### src/rtl/ets_capture_ctrl.sv
// Equivalent-time-sampling capture sequencer: per-trigger phase-offset
// strobe bursts with interleaved capture RAM addressing.
module ets_capture_ctrl #(
    parameter int ADC_W   = 8,
    parameter int PHASES  = 10,
    parameter int POINTS  = 64,
    parameter int PERIOD  = 100,
    parameter int STEP    = 10,
    parameter int ADC_LAT = 3,
    parameter int TIMEOUT = 1000000,
    parameter int AW      = $clog2(PHASES * POINTS),
    parameter int PW      = $clog2(PHASES)
) (
    input  logic             sys_clk,
    input  logic             rst_n,
    input  logic             arm,
    input  logic             abort,
    input  logic             trig,
    input  logic [ADC_W-1:0] adc_data,
    output logic             samp_strobe,
    output logic             wr_en,
    output logic [AW-1:0]    wr_addr,
    output logic [ADC_W-1:0] wr_data,
    output logic [PW-1:0]    phase,
    output logic             busy,
    output logic             done,
    output logic             trig_timeout
);

    localparam int CW = $clog2(PERIOD + 1);
    localparam int TW = $clog2(TIMEOUT + 1);
    localparam int NW = $clog2(POINTS + 1);

    typedef enum logic [2:0] {
        IDLE,
        ARMED,
        DELAY,
        SAMPLE,
        DONE
    } state_t;

    state_t             state, state_nx;
    logic               trig_q;
    logic               trig_edge;
    logic [TW-1:0]      tmo_cnt;
    logic               tmo_hit;
    logic [CW-1:0]      tick;
    logic [CW-1:0]      dly_len;
    logic [NW-1:0]      str_cnt;
    logic [NW-1:0]      cap_cnt;
    logic [ADC_LAT-1:0] lat_sr;
    logic               capture;
    logic               wr_last;
    logic               pass_end;
    logic               last_phase;
    logic               start;

    assign trig_edge  = trig & ~trig_q;
    assign tmo_hit    = (tmo_cnt == TW'(TIMEOUT - 1));
    assign dly_len    = CW'(phase) * CW'(STEP);
    assign capture    = lat_sr[ADC_LAT-1];
    assign pass_end   = wr_en & wr_last;
    assign last_phase = (phase == PW'(PHASES - 1));
    assign start      = (state == IDLE || state == DONE) && arm && !abort;

    assign busy = (state == ARMED) || (state == DELAY) || (state == SAMPLE);
    assign done = (state == DONE);

    // Strobe on each period boundary; abort kills a strobe in its own cycle.
    assign samp_strobe = (state == SAMPLE) && (tick == '0)
                      && (str_cnt < NW'(POINTS)) && !abort;

    always_comb begin
        state_nx = state;
        case (state)
            IDLE, DONE: if (arm) state_nx = ARMED;
            ARMED: begin
                if (trig_edge || tmo_hit)
                    state_nx = (phase == '0) ? SAMPLE : DELAY;
            end
            DELAY:  if (tick == dly_len - 1'b1) state_nx = SAMPLE;
            SAMPLE: if (pass_end) state_nx = last_phase ? DONE : ARMED;
            default: state_nx = IDLE;
        endcase
        if (abort) state_nx = IDLE;
    end

    always_ff @(posedge sys_clk) begin
        if (!rst_n) begin
            state        <= IDLE;
            trig_q       <= 1'b0;
            tmo_cnt      <= '0;
            tick         <= '0;
            str_cnt      <= '0;
            cap_cnt      <= '0;
            lat_sr       <= '0;
            wr_last      <= 1'b0;
            wr_en        <= 1'b0;
            wr_addr      <= '0;
            wr_data      <= '0;
            phase        <= '0;
            trig_timeout <= 1'b0;
        end else begin
            state  <= state_nx;
            trig_q <= trig;

            if (state == ARMED && state_nx == ARMED)
                tmo_cnt <= tmo_cnt + 1'b1;
            else
                tmo_cnt <= '0;

            if (state_nx != state || !(state == DELAY || state == SAMPLE))
                tick <= '0;
            else if (state == SAMPLE && tick == CW'(PERIOD - 1))
                tick <= '0;
            else
                tick <= tick + 1'b1;

            if (state != SAMPLE)
                str_cnt <= '0;
            else if (samp_strobe)
                str_cnt <= str_cnt + 1'b1;

            // Strobe ages through the ADC latency, then its sample is written.
            if (abort)
                lat_sr <= '0;
            else
                lat_sr <= (lat_sr << 1) | ADC_LAT'(samp_strobe);

            wr_en <= capture && !abort;
            if (state != SAMPLE) begin
                cap_cnt <= '0;
            end else if (capture) begin
                cap_cnt <= cap_cnt + 1'b1;
                wr_last <= (cap_cnt == NW'(POINTS - 1));
                wr_data <= adc_data;
                wr_addr <= AW'(cap_cnt) * AW'(PHASES) + AW'(phase);
            end

            if (abort || start)
                phase <= '0;
            else if (state == SAMPLE && pass_end && !last_phase)
                phase <= phase + 1'b1;

            if (start)
                trig_timeout <= 1'b0;
            else if (state == ARMED && tmo_hit && !trig_edge && !abort)
                trig_timeout <= 1'b1;
        end
    end

endmodule

### config.mk
export PLATFORM = sky130hd
export DESIGN_NAME = ets_capture_ctrl
export DESIGN_NICKNAME = d
export VERILOG_FILES = /design/src/rtl/ets_capture_ctrl.sv
export SDC_FILE = /design/constraint.sdc
export NUM_CORES = 1
export LEC_CHECK = 0
export CORE_ASPECT_RATIO = 1.5
export CORE_UTILIZATION = 31
export CTS_CLUSTER_DIAMETER = 60
export CTS_CLUSTER_SIZE = 14
export DETAILED_ROUTE_END_ITERATION = 10
export PLACE_DENSITY_LB_ADDON = 0.12
export SLEW_MARGIN = 20
export SYNTH_ARGS = -nofsm -noshare
export SYNTH_HDL_FRONTEND = slang
export SYNTH_SLANG_ARGS = --single-unit
export TNS_END_PERCENT = 10
### constraint.sdc
create_clock -name sys_clk -period 7.4 [get_ports sys_clk]
set_clock_uncertainty 0.1 [all_clocks]
set_input_delay 1.48 -clock sys_clk [delete_from_list [all_inputs] [get_ports sys_clk]]
set_output_delay 1.48 -clock sys_clk [all_outputs]
set_load 0.02 [all_outputs]
==> metrics.md, run 1 <==
| Metric | Value |
|---|---|
| Outcome | `completed` |
| CP max FO | `9` |
| Filler instances | `1235` |
| Gate Count Post-Synth | `437` |
| Final Cycle Share | `0.6562` |
| Post_cts resized | `0` |
| Crit Path Class | `input pin to output port` |
| Worst VDD drop | `100.9 µV` |
| Htree depth | `3` |
| Synthesized cell area | `0.003894 mm²` |
| Share of cells above drive strength 1 | `0.06131` |
| Core area | `0.01214 mm²` |
| Largest net degree at the start of global routing | `25` |
| Pre-CTS setup slack | `2.536 ns` |
| P per Cell Area | `177.3 mW/mm²` |
| Syn Area/Cell | `8.910 µm²` |
| Top cell type's share of synthesized area | `0.3753` |
| Die Span Y | `139.3 µm` |
| Clk sinks | `73` |
| Non-filler instance count after layout | `626` |
| Slew Viols, Final | `0` |
| Max Cap Viol | `0` |
| Final setup fails | `0` |
| Top post-synthesis cells by count | `dfxtp_1, nand2_1, nor2_1, xor2_1` |
| Hold crit path type | `flop to flop` |
| Total GRT Usage | `0.1526` |
| Clock Tree Root | `clkbuf_16` |
| Wire per inst | `14.97 µm` |
| Clock Latency Late Sink | `0.33 ns` |
| Number of port buffers | `39` |
| Hold Crit Depth | `1` |
| N_diodes | `0` |
| Syn_nets | `477` |
| Drt total wl | `9371 µm` |
| Cell count after placement | `610` |
| Fin crit period | `4.856 ns` |
| Main synth FF type | `dfxtp_1` |
| CTS Buffer Depth | `2` |
| Worst Setup Slack, final | `2.544 ns` |
| CTS Hold Bufs | `0` |
| Via count | `3169` |
| Initial antenna violation count | `0` |
| Critical Path RT | `5.82 ns` |
| Postcts setup bufs | `0` |
| Clock Pin Slew Worst Setup and Hold Paths | `0.06 ns` |
| Fmax | `205.9 MHz` |
| Worst Max-Slew Pin Slew | `0.8206 ns` |
| Final hold vios | `0` |
| Number of synthesized register bits | `73` |
| Synth warn | `0` |
| First-pass GRT wire length | `15530 µm` |
| Number of routed nets with antenna violations | `0` |
| Drt first-iter violations | `120` |
| Initial core utilization | `0.3208` |
| I/O pin count | `40` |
| Detailed Routing Iterations Pass 1 | `4` |
| DRC Markers | `0` |
| Die width | `93.51 µm` |
| EDFF count, synth | `0` |
| Seq/Total Area, Yosys | `0.3753` |
| Via-to-Cell Ratio | `5.062` |
| Util after Layout | `0.3853` |
| RSZ-0062 raised after global routing | `false` |
| DIE AREA | `0.01302 mm²` |
| Setup TNS Final | `0 ns` |
| Fraction of registers with async set/reset | `0` |
| RD Place Congestion | `0.7915` |
| Row cnt | `49` |
| Fin nets | `508` |
| Cell taking the most area after synthesis | `dfxtp_1` |
| Worst-case reg-to-reg path depth | `10` |
| CTS tree | `yes` |
| Multi-input logic area | `0.002272 mm²` |
| CP Launch Type | `input pin` |
| Post-DP HPWL | `6832 µm` |
| Most common cell in the synthesized netlist | `dfxtp_1` |
| FF/Latch Area | `0.001461 mm²` |
| CTS Buf Count | `9` |
| P_leak | `1.721 nW` |
| Worst Path Arrival | `3.28 ns` |
| GRT overflow | `0` |
| Rel. slew slack | `0.4487` |
| CP Capture Type | `output port` |
| Vias in the first global route | `3125` |
| Synth unique cells | `59` |
| WHS | `0.3305 ns` |
| Synth area leaders | `dfxtp_1, ha_1, xor2_1` |
| Area Growth Syn to Fin | `20.12%` |
[through the flow]
stage,area [µm²],total power [mW]
6_report,4677,0.8291
5_1_grt,4677,0.8626
4_1_cts,4677,0.8410
3_5_place_dp,4402,0.4366
3_3_place_gp,4387,0.4345
2_1_floorplan,3894,0.4227
[cell type report]
cell class,count,share of cell area
multi-input combinational,326,0.4858
sequential,73,0.3125
timing repair buffer,41,0.08828
clock buffer,13,0.05564
tap,153,0.04093
inverter,17,0.01364
clock inverter,3,0.003210
[power breakdown]
| part | internal, mW | switching (mW) | total [mW] | leakage (nW) |
|---|---|---|---|---|
| Clock | 0.244 | 0.158 | 0.401 | 0.139 |
| Combinational | 0.0120 | 0.0199 | 0.0319 | 0.993 |
| Sequential | 0.394 | 0.00207 | 0.396 | 0.588 |
| Total | 0.650 | 0.180 | 0.829 | 1.72 |
[critical path, stage by stage]
cell             delay, ns
clkdlybuf4s50_1       0.50
nor4_1                0.19
and4_1                0.44
clkdlybuf4s50_1       0.67
[placed cells by master, fill, tap and decap left out, types with 2 or more instances in the layout]
cell type        netlist  routed
inv_1                 17      17
a21oi_1               21      21
and2_1                 7       7
nor2_1                38      38
nand2b_1               3       3
clkbuf_16              0       9
nand3_1               14      14
nand4_1               10      10
o311a_1                6       6
clkbuf_8               0       2
a211oi_1               3       3
mux2i_1                3       3
clkinv_2               0       3
a31oi_1                3       3
a211o_1                3       3
dfxtp_1               73      73
ha_1                  24      24
xnor2_1               24      24
o21ai_0               10       9
nand2_1               45      45
clkdlybuf4s50_1        0      39
and3_1                13      13
nor4_1                21      21
nand3b_1               3       3
and4_1                 2       2
nor3_1                 6       6
xor2_1                25      25
clkbuf_1              17       2
fa_1                   3       3
nor3b_1                4       4
o21a_1                 3       3
or3_1                  3       3
[metal layers]
metal	wire length (µm)	part of all wire	global-route usage	vias to the layer above
li1	-	-	-	1617
met1	4145	0.44	0.1813	1510
met2	4869	0.52	0.2663	30
met3	187	0.020	0.02842	12
met4	169	0.018	0.06154	0
met5	0	0	0	-
[state kept, by name, indices dropped and copies added, names as in the netlist]
signal	cells
tmo_cnt	20
wr_addr	10
wr_data	8
cap_cnt	7
str_cnt	7
tick	7
phase	4
lat_sr	3
state	3
trig_q	1
trig_timeout	1
wr_en	1
wr_last	1
[worst paths after layout]
check                                            from                endpoint  slack, ns
worst min-delay path             lat_sr[0]$_SDFF_PP0_    lat_sr[1]$_SDFF_PP0_       0.33
worst max-delay path                            abort             samp_strobe       2.54
worst min register to register   lat_sr[0]$_SDFF_PP0_    lat_sr[1]$_SDFF_PP0_       0.33
worst max register to register  phase[0]$_SDFFE_PP0P_  tmo_cnt[19]$_SDFF_PN0_       4.09
[kinds of logic (layout without fill, tap and decap cells)]
kind of cell / after synthesis / count (layout) / synth area share
adders and majority gates: 27 / 27 / 0.09255
xor gates and xnor gates: 50 / 50 / 0.1160
and+or+nand+nor: 182 / 182 / 0.2500
DFF: 73 / 73 / 0.3753
AOI/OAI and AO/OA: 63 / 63 / 0.1144
muxes: 4 / 4 / 0.01060
buffers and inverters: 38 / 74 / 0.04113
No activity file was read; power rests on OpenSTA's default activity.
==> inputs of run 2 (changes only) <==
clock period = 4.6 ns   (was 7.4 ns; I/O delays follow)
==> metrics.md, run 2 (synthesis gave the netlist of run 1 again) <==
| Metric | Value |
|---|---|
| Outcome | `completed` |
| Share of cells above drive strength 1 | `0.06554 (+0.004228)` |
| GRT overflow | `0 (unchanged)` |
| Max FFs per register | `20 (unchanged)` |
| RSZ-0062 raised after global routing | `false` |
| Slew Viols, Final | `0 (unchanged)` |
| DIE AREA | `0.01302 mm² (unchanged)` |
| Hold crit path type | `flop to flop` |
| Postcts setup bufs | `0 (unchanged)` |
| Initial antenna violation count | `0 (unchanged)` |
| Fin crit period | `3.760 ns` |
| Multi-input logic area | `0.002276 mm² (+0.17%)` |
| Initial core utilization | `0.3208 (unchanged)` |
| Clk sinks | `73 (unchanged)` |
| Clock Pin Slew Worst Setup and Hold Paths | `0.06 ns (about the same)` |
| Worst Path Buf+Inv | `2 (unchanged)` |
| Row cnt | `49 (unchanged)` |
| Largest net degree at the start of global routing | `28 (+12%)` |
| Crit Path Class | `input pin to output port` |
| Most common cell on crit path | `clkdlybuf4s50_1` |
| Via count | `3175 (+0.19%)` |
| CTS Hold Bufs | `0 (unchanged)` |
| Fmax | `265.9 MHz` |
| Rel. slew slack | `0.4119 (-0.03684)` |
| Crit-path max cell delay | `0.68 ns (about the same)` |
| CTS tree | `yes` |
| Hold Crit Depth | `1 (unchanged)` |
| Final Cycle Share | `0.8175` |
| Detailed Routing Iterations Pass 1 | `4 (unchanged)` |
| CTS Buf Count | `9 (unchanged)` |
| Area Growth Syn to Fin | `21.21%` |
| Post-DP HPWL | `6717 µm (-1.7%)` |
| Total GRT Usage | `0.1504 (-0.002185)` |
| Core area | `0.01214 mm² (unchanged)` |
| Levels on crit path | `4 (unchanged)` |
| Worst VDD drop | `179.6 µV (+78%)` |
| FF/Latch Area | `0.001461 mm² (unchanged)` |
| Largest registers | `tmo_cnt (20), wr_addr (10), wr_data (8)` |
| CTS Buffer Depth | `2 (unchanged)` |
| I/O pin count | `40 (unchanged)` |
| Die width | `93.51 µm (unchanged)` |
| Clock Tree Root | `clkbuf_16` |
| Slowest CP cell | `clkdlybuf4s50_1` |
| Drt total wl | `9332 µm (-0.42%)` |
| Clock Latency Late Sink | `0.33 ns (about the same)` |
| P_leak | `1.739 nW (+1.0%)` |
| Fin nets | `508 (unchanged)` |
| DRC Markers | `0 (unchanged)` |
| Max Cap Viol | `0 (unchanged)` |
| P per Cell Area | `305.0 mW/mm² (+72%)` |
| Most frequent cells in the layout | `dfxtp_1, nand2_1, clkdlybuf4s50_1, nor2_1, xor2_1` |
| Worst Max-Slew Pin Slew | `0.8820 ns (+0.06145 ns)` |
| Most common cell after layout, fill and taps aside | `dfxtp_1` |
| Final hold vios | `0 (unchanged)` |
| CP max FO | `9 (unchanged)` |
| Wire per inst | `14.91 µm (-0.42%)` |
| Worst-case reg-to-reg path depth | `10 (unchanged)` |
| CP Capture Type | `output port` |
| Worst Path Arrival | `2.74 ns (-0.54 ns)` |
| Die Span Y | `139.3 µm (unchanged)` |
| Final setup fails | `0 (unchanged)` |
| Largest register by flop count | `tmo_cnt` |
| N_diodes | `0 (unchanged)` |
| First-pass GRT wire length | `15080 µm (-2.9%)` |
| Htree depth | `3 (unchanged)` |
| Setup TNS Final | `0 ns (unchanged)` |
| Util after Layout | `0.3888 (+0.003505)` |
| Filler instances | `1249 (+1.1%)` |
| Number of port buffers | `39 (unchanged)` |
| CP Cell Sequence | `clkdlybuf4s50_1 -> nor4_1 -> and4_1 -> clkdlybuf4s50_1` |
| Cell family with most CP delay | `buffers and inverters` |
| Via-to-Cell Ratio | `5.072 (+0.19%)` |
| Post_cts resized | `0 (unchanged)` |
| Critical Path RT | `3.58 ns (-2.24 ns)` |
| CP Launch Type | `input pin` |
| RD Place Congestion | `0.8195 (+3.5%)` |
| Vias in the first global route | `3072 (-1.7%)` |
| Number of routed nets with antenna violations | `0 (unchanged)` |
| Drt first-iter violations | `121 (+0.83%)` |
## run 2: cell count changes in the layout (fill, tap and decap cells not counted), sizes merged
cell	before	now
bufinv	0	2
clkbuf	13	11
## run 2: final timing paths
check                         from                     end  slack (ns)
min           lat_sr[1]$_SDFF_PP0_    lat_sr[2]$_SDFF_PP0_        0.33
min reg2reg   lat_sr[1]$_SDFF_PP0_    lat_sr[2]$_SDFF_PP0_        0.33
max                          abort             samp_strobe        0.84
max reg2reg  phase[0]$_SDFFE_PP0P_  tmo_cnt[19]$_SDFF_PN0_        1.57
## run 2: per-stage QoR
step / instances / cell area [µm²] / hold WS [ns] / power, mW / setup slack (ns)
after global routing: 626 / 4720 / 0.3470 / 1.493 / 0.6692
after floorplan: 437 / 3894 / 0.3057 / 0.6800 / 1.775
after CTS: 626 / 4720 / 0.3343 / 1.462 / 0.8348
final: 626 / 4720 / 0.3285 / 1.439 / 0.8396
after detailed placement: 610 / 4398 / 0.3174 / 0.6997 / 0.8485
after global placement: 610 / 4398 / 0.3153 / 0.7003 / 0.8719
## run 2: cell type report
type | instances | area share
Timing Repair Buffer | 41 | 0.08590
Inverter | 17 | 0.01352
Tap cell | 153 | 0.04056
Sequential cell | 73 | 0.3096
Clock buffer | 11 | 0.05143
Clock inverter | 5 | 0.01670
Multi-Input combinational cell | 326 | 0.4822
## run 2: power by group
part	switching, mW	internal [mW]	leakage (nW)	total (mW)
registers	0.00307	0.634	0.588	0.637
logic	0.0314	0.0174	0.991	0.0488
clock network	0.265	0.489	0.159	0.754
total	0.300	1.14	1.74	1.44
## run 2: metal layers
metal / up-vias / share of wire / GRT usage
met5: - / 0 / 0
met4: 0 / 0.015 / 0.05587
met3: 8 / 0.029 / 0.03934
met2: 36 / 0.53 / 0.2663
met1: 1521 / 0.43 / 0.1703
li1: 1610 / - / -
==> inputs of run 3 (changes only) <==
clock period = 3.25 ns   (was 4.6 ns; I/O delays follow)
==> metrics.md, run 3 (synthesis gave the netlist of run 1 again) <==
| Metric | Value |
|---|---|
| Share of cells above drive strength 1 | `0.08299 (+0.01745)` |
| Clk sinks | `73 (unchanged)` |
| Core area | `0.01214 mm² (unchanged)` |
| Die Span Y | `139.3 µm (unchanged)` |
| Worst Path Arrival | `2.25 ns (-0.49 ns)` |
| Critical Path RT | `2.50 ns (-1.08 ns)` |
| Final hold vios | `0 (unchanged)` |
| Rel. slew slack | `0.5275 (+0.1156)` |
| First-pass GRT wire length | `16150 µm (+7.1%)` |
| Crit-path max cell delay | `0.62 ns (-0.06 ns)` |
| Vias in the first global route | `3251 (+5.8%)` |
| WHS | `0.3218 ns (-0.006719 ns)` |
| Slew Viols, Final | `0 (unchanged)` |
| Max FFs per register | `20 (unchanged)` |
| Drt total wl | `9532 µm (+2.1%)` |
| Hold crit path type | `flop to flop` |
| Final Cycle Share | `0.9241` |
| Initial antenna violation count | `0 (unchanged)` |
| Clock Latency Late Sink | `0.33 ns (about the same)` |
| CP max FO | `4 (-5)` |
| DRC Markers | `0 (unchanged)` |
| CTS Buffer Depth | `2 (unchanged)` |
| Wire per inst | `15.01 µm (+0.70%)` |
| Largest net degree at the start of global routing | `21 (-25%)` |
| CP Launch Type | `input pin` |
| Met2 Usage GRT | `0.2732 (+0.006966)` |
| Post_cts resized | `0 (unchanged)` |
| Clock Tree Root | `clkbuf_16` |
| Setup TNS Final | `0 ns (unchanged)` |
| Fmax | `333.0 MHz` |
| P_leak | `1.774 nW (+2.0%)` |
| Pwr Total | `1.889 mW (+31%)` |
| Clock Pin Slew Worst Setup and Hold Paths | `0.05 ns (about the same)` |
| Largest registers | `tmo_cnt (20), wr_addr (10), wr_data (8)` |
| Largest register by flop count | `tmo_cnt` |
| Detailed Routing Iterations Pass 1 | `4 (unchanged)` |
| Met1 Use GR | `0.1835 (+0.01321)` |
| Pre-CTS setup slack | `0.2707 ns (-0.5778 ns)` |
| Area Growth Syn to Fin | `22.20%` |
| Multi-input logic area | `0.002276 mm² (unchanged)` |
| Crit Path Class | `input pin to output port` |
| Slowest CP cell | `clkdlybuf4s50_1` |
| Number of routed nets with antenna violations | `0 (unchanged)` |
| Outcome | `completed` |
| CTS Hold Bufs | `0 (unchanged)` |
| Via-to-Cell Ratio | `5.046 (-0.52%)` |
| Postcts setup bufs | `0 (unchanged)` |
| Worst VDD drop | `214.5 µV (+19%)` |
| P per Cell Area | `397.0 mW/mm² (+30%)` |
| Fin nets | `520 (+2.4%)` |
| R2R Setup Slk | `0.41 ns (-1.16 ns)` |
| CTS Buf Count | `9 (unchanged)` |
| Worst Max-Slew Pin Slew | `0.7034 ns (-0.1787 ns)` |
| GRT busiest layer | `met2` |
| Most common cell on crit path | `clkdlybuf4s50_1` |
| Htree depth | `3 (unchanged)` |
| Util after Layout | `0.3920 (+0.003195)` |
| Filler instances | `1244 (-0.40%)` |
| RD Place Congestion | `0.8636 (+5.4%)` |
| N_diodes | `0 (unchanged)` |
| Met3 Use GR | `0.03169 (-0.007650)` |
| CTS tree | `yes` |
| Final setup fails | `0 (unchanged)` |
| I/O pin count | `40 (unchanged)` |
| Die width | `93.51 µm (unchanged)` |
| CP Capture Type | `output port` |
| RSZ-0062 raised after global routing | `false` |
| Number of port buffers | `39 (unchanged)` |
| FF/Latch Area | `0.001461 mm² (unchanged)` |
| Row cnt | `49 (unchanged)` |
| Worst Setup Slack, final | `0.2467 ns (-0.5928 ns)` |
| Via count | `3204 (+0.91%)` |
| Max Cap Viol | `0 (unchanged)` |
| Total GRT Usage | `0.1593 (+0.008815)` |
| Fin crit period | `3.003 ns` |
| CP Cell Sequence | `clkdlybuf4s50_1 -> nor4_1 -> and4_1 -> clkdlybuf4s50_1` |
| Most frequent cells in the layout | `dfxtp_1, nand2_1, clkdlybuf4s50_1, nor2_1, xor2_1` |
| Post-DP HPWL | `7032 µm (+4.7%)` |
| Initial core utilization | `0.3208 (unchanged)` |
| Most common cell after layout, fill and taps aside | `dfxtp_1` |
| DIE AREA | `0.01302 mm² (unchanged)` |
| Drt first-iter violations | `121 (unchanged)` |
| GRT overflow | `0 (unchanged)` |
## run 3: cell types whose count changed in the layout (fill, tap and decap cells not counted)
| cell | delta |
|---|---|
| clkinv_2 | -2 |
| clkinv_4 | -1 |
| clkbuf_8 | +2 |
| buf_4 | +12 |
| bufinv_16 | -2 |
## run 3: power by group
part / internal (mW) / switching (mW)
combinational: 0.0306 / 0.0495
sequential: 0.897 / 0.00121
clock: 0.566 / 0.344
## run 3: layer usage
| metal | share of wire | up-vias | routed length [µm] |
|---|---|---|---|
| met5 | 0 | - | 0 |
| met4 | 0.039 | 0 | 369 |
| met3 | 0.028 | 25 | 267 |
| met2 | 0.51 | 49 | 4875 |
| met1 | 0.42 | 1490 | 4020 |
| li1 | - | 1640 | - |
## run 3: critical path: cells and delay by family
kind / cells / cell delay [ns]
buffers and inverters: 2 / 1.12
and+or+nand+nor: 2 / 0.48
## run 3: path summary, 6_finish.rpt
| path | from | endpoint | depth (start not counted) |
|---|---|---|---|
| setup / recovery | abort | samp_strobe | 4 |
| hold / removal | lat_sr[0]$_SDFF_PP0_ | lat_sr[1]$_SDFF_PP0_ | 1 |
| setup reg to reg | phase[1]$_SDFFE_PP0P_ | tmo_cnt[3]$_SDFF_PN0_ | 10 |
| hold reg to reg | lat_sr[0]$_SDFF_PP0_ | lat_sr[1]$_SDFF_PP0_ | 1 |
## run 3: cell type report
type                            instances  share of cell area
Multi-Input combinational cell        326              0.4783
Sequential cell                        73              0.3071
Timing Repair Buffer                   53              0.1041
Clock buffer                           13             0.05680
Tap cell                              153             0.04023
Inverter                               17             0.01341
## run 3: stage by stage
step	cells	cell area (µm²)
2_1_floorplan	437	3894
3_5_place_dp	622	4488
5_1_grt	635	4758
3_3_place_gp	622	4488
6_report	635	4758
4_1_cts	635	4758
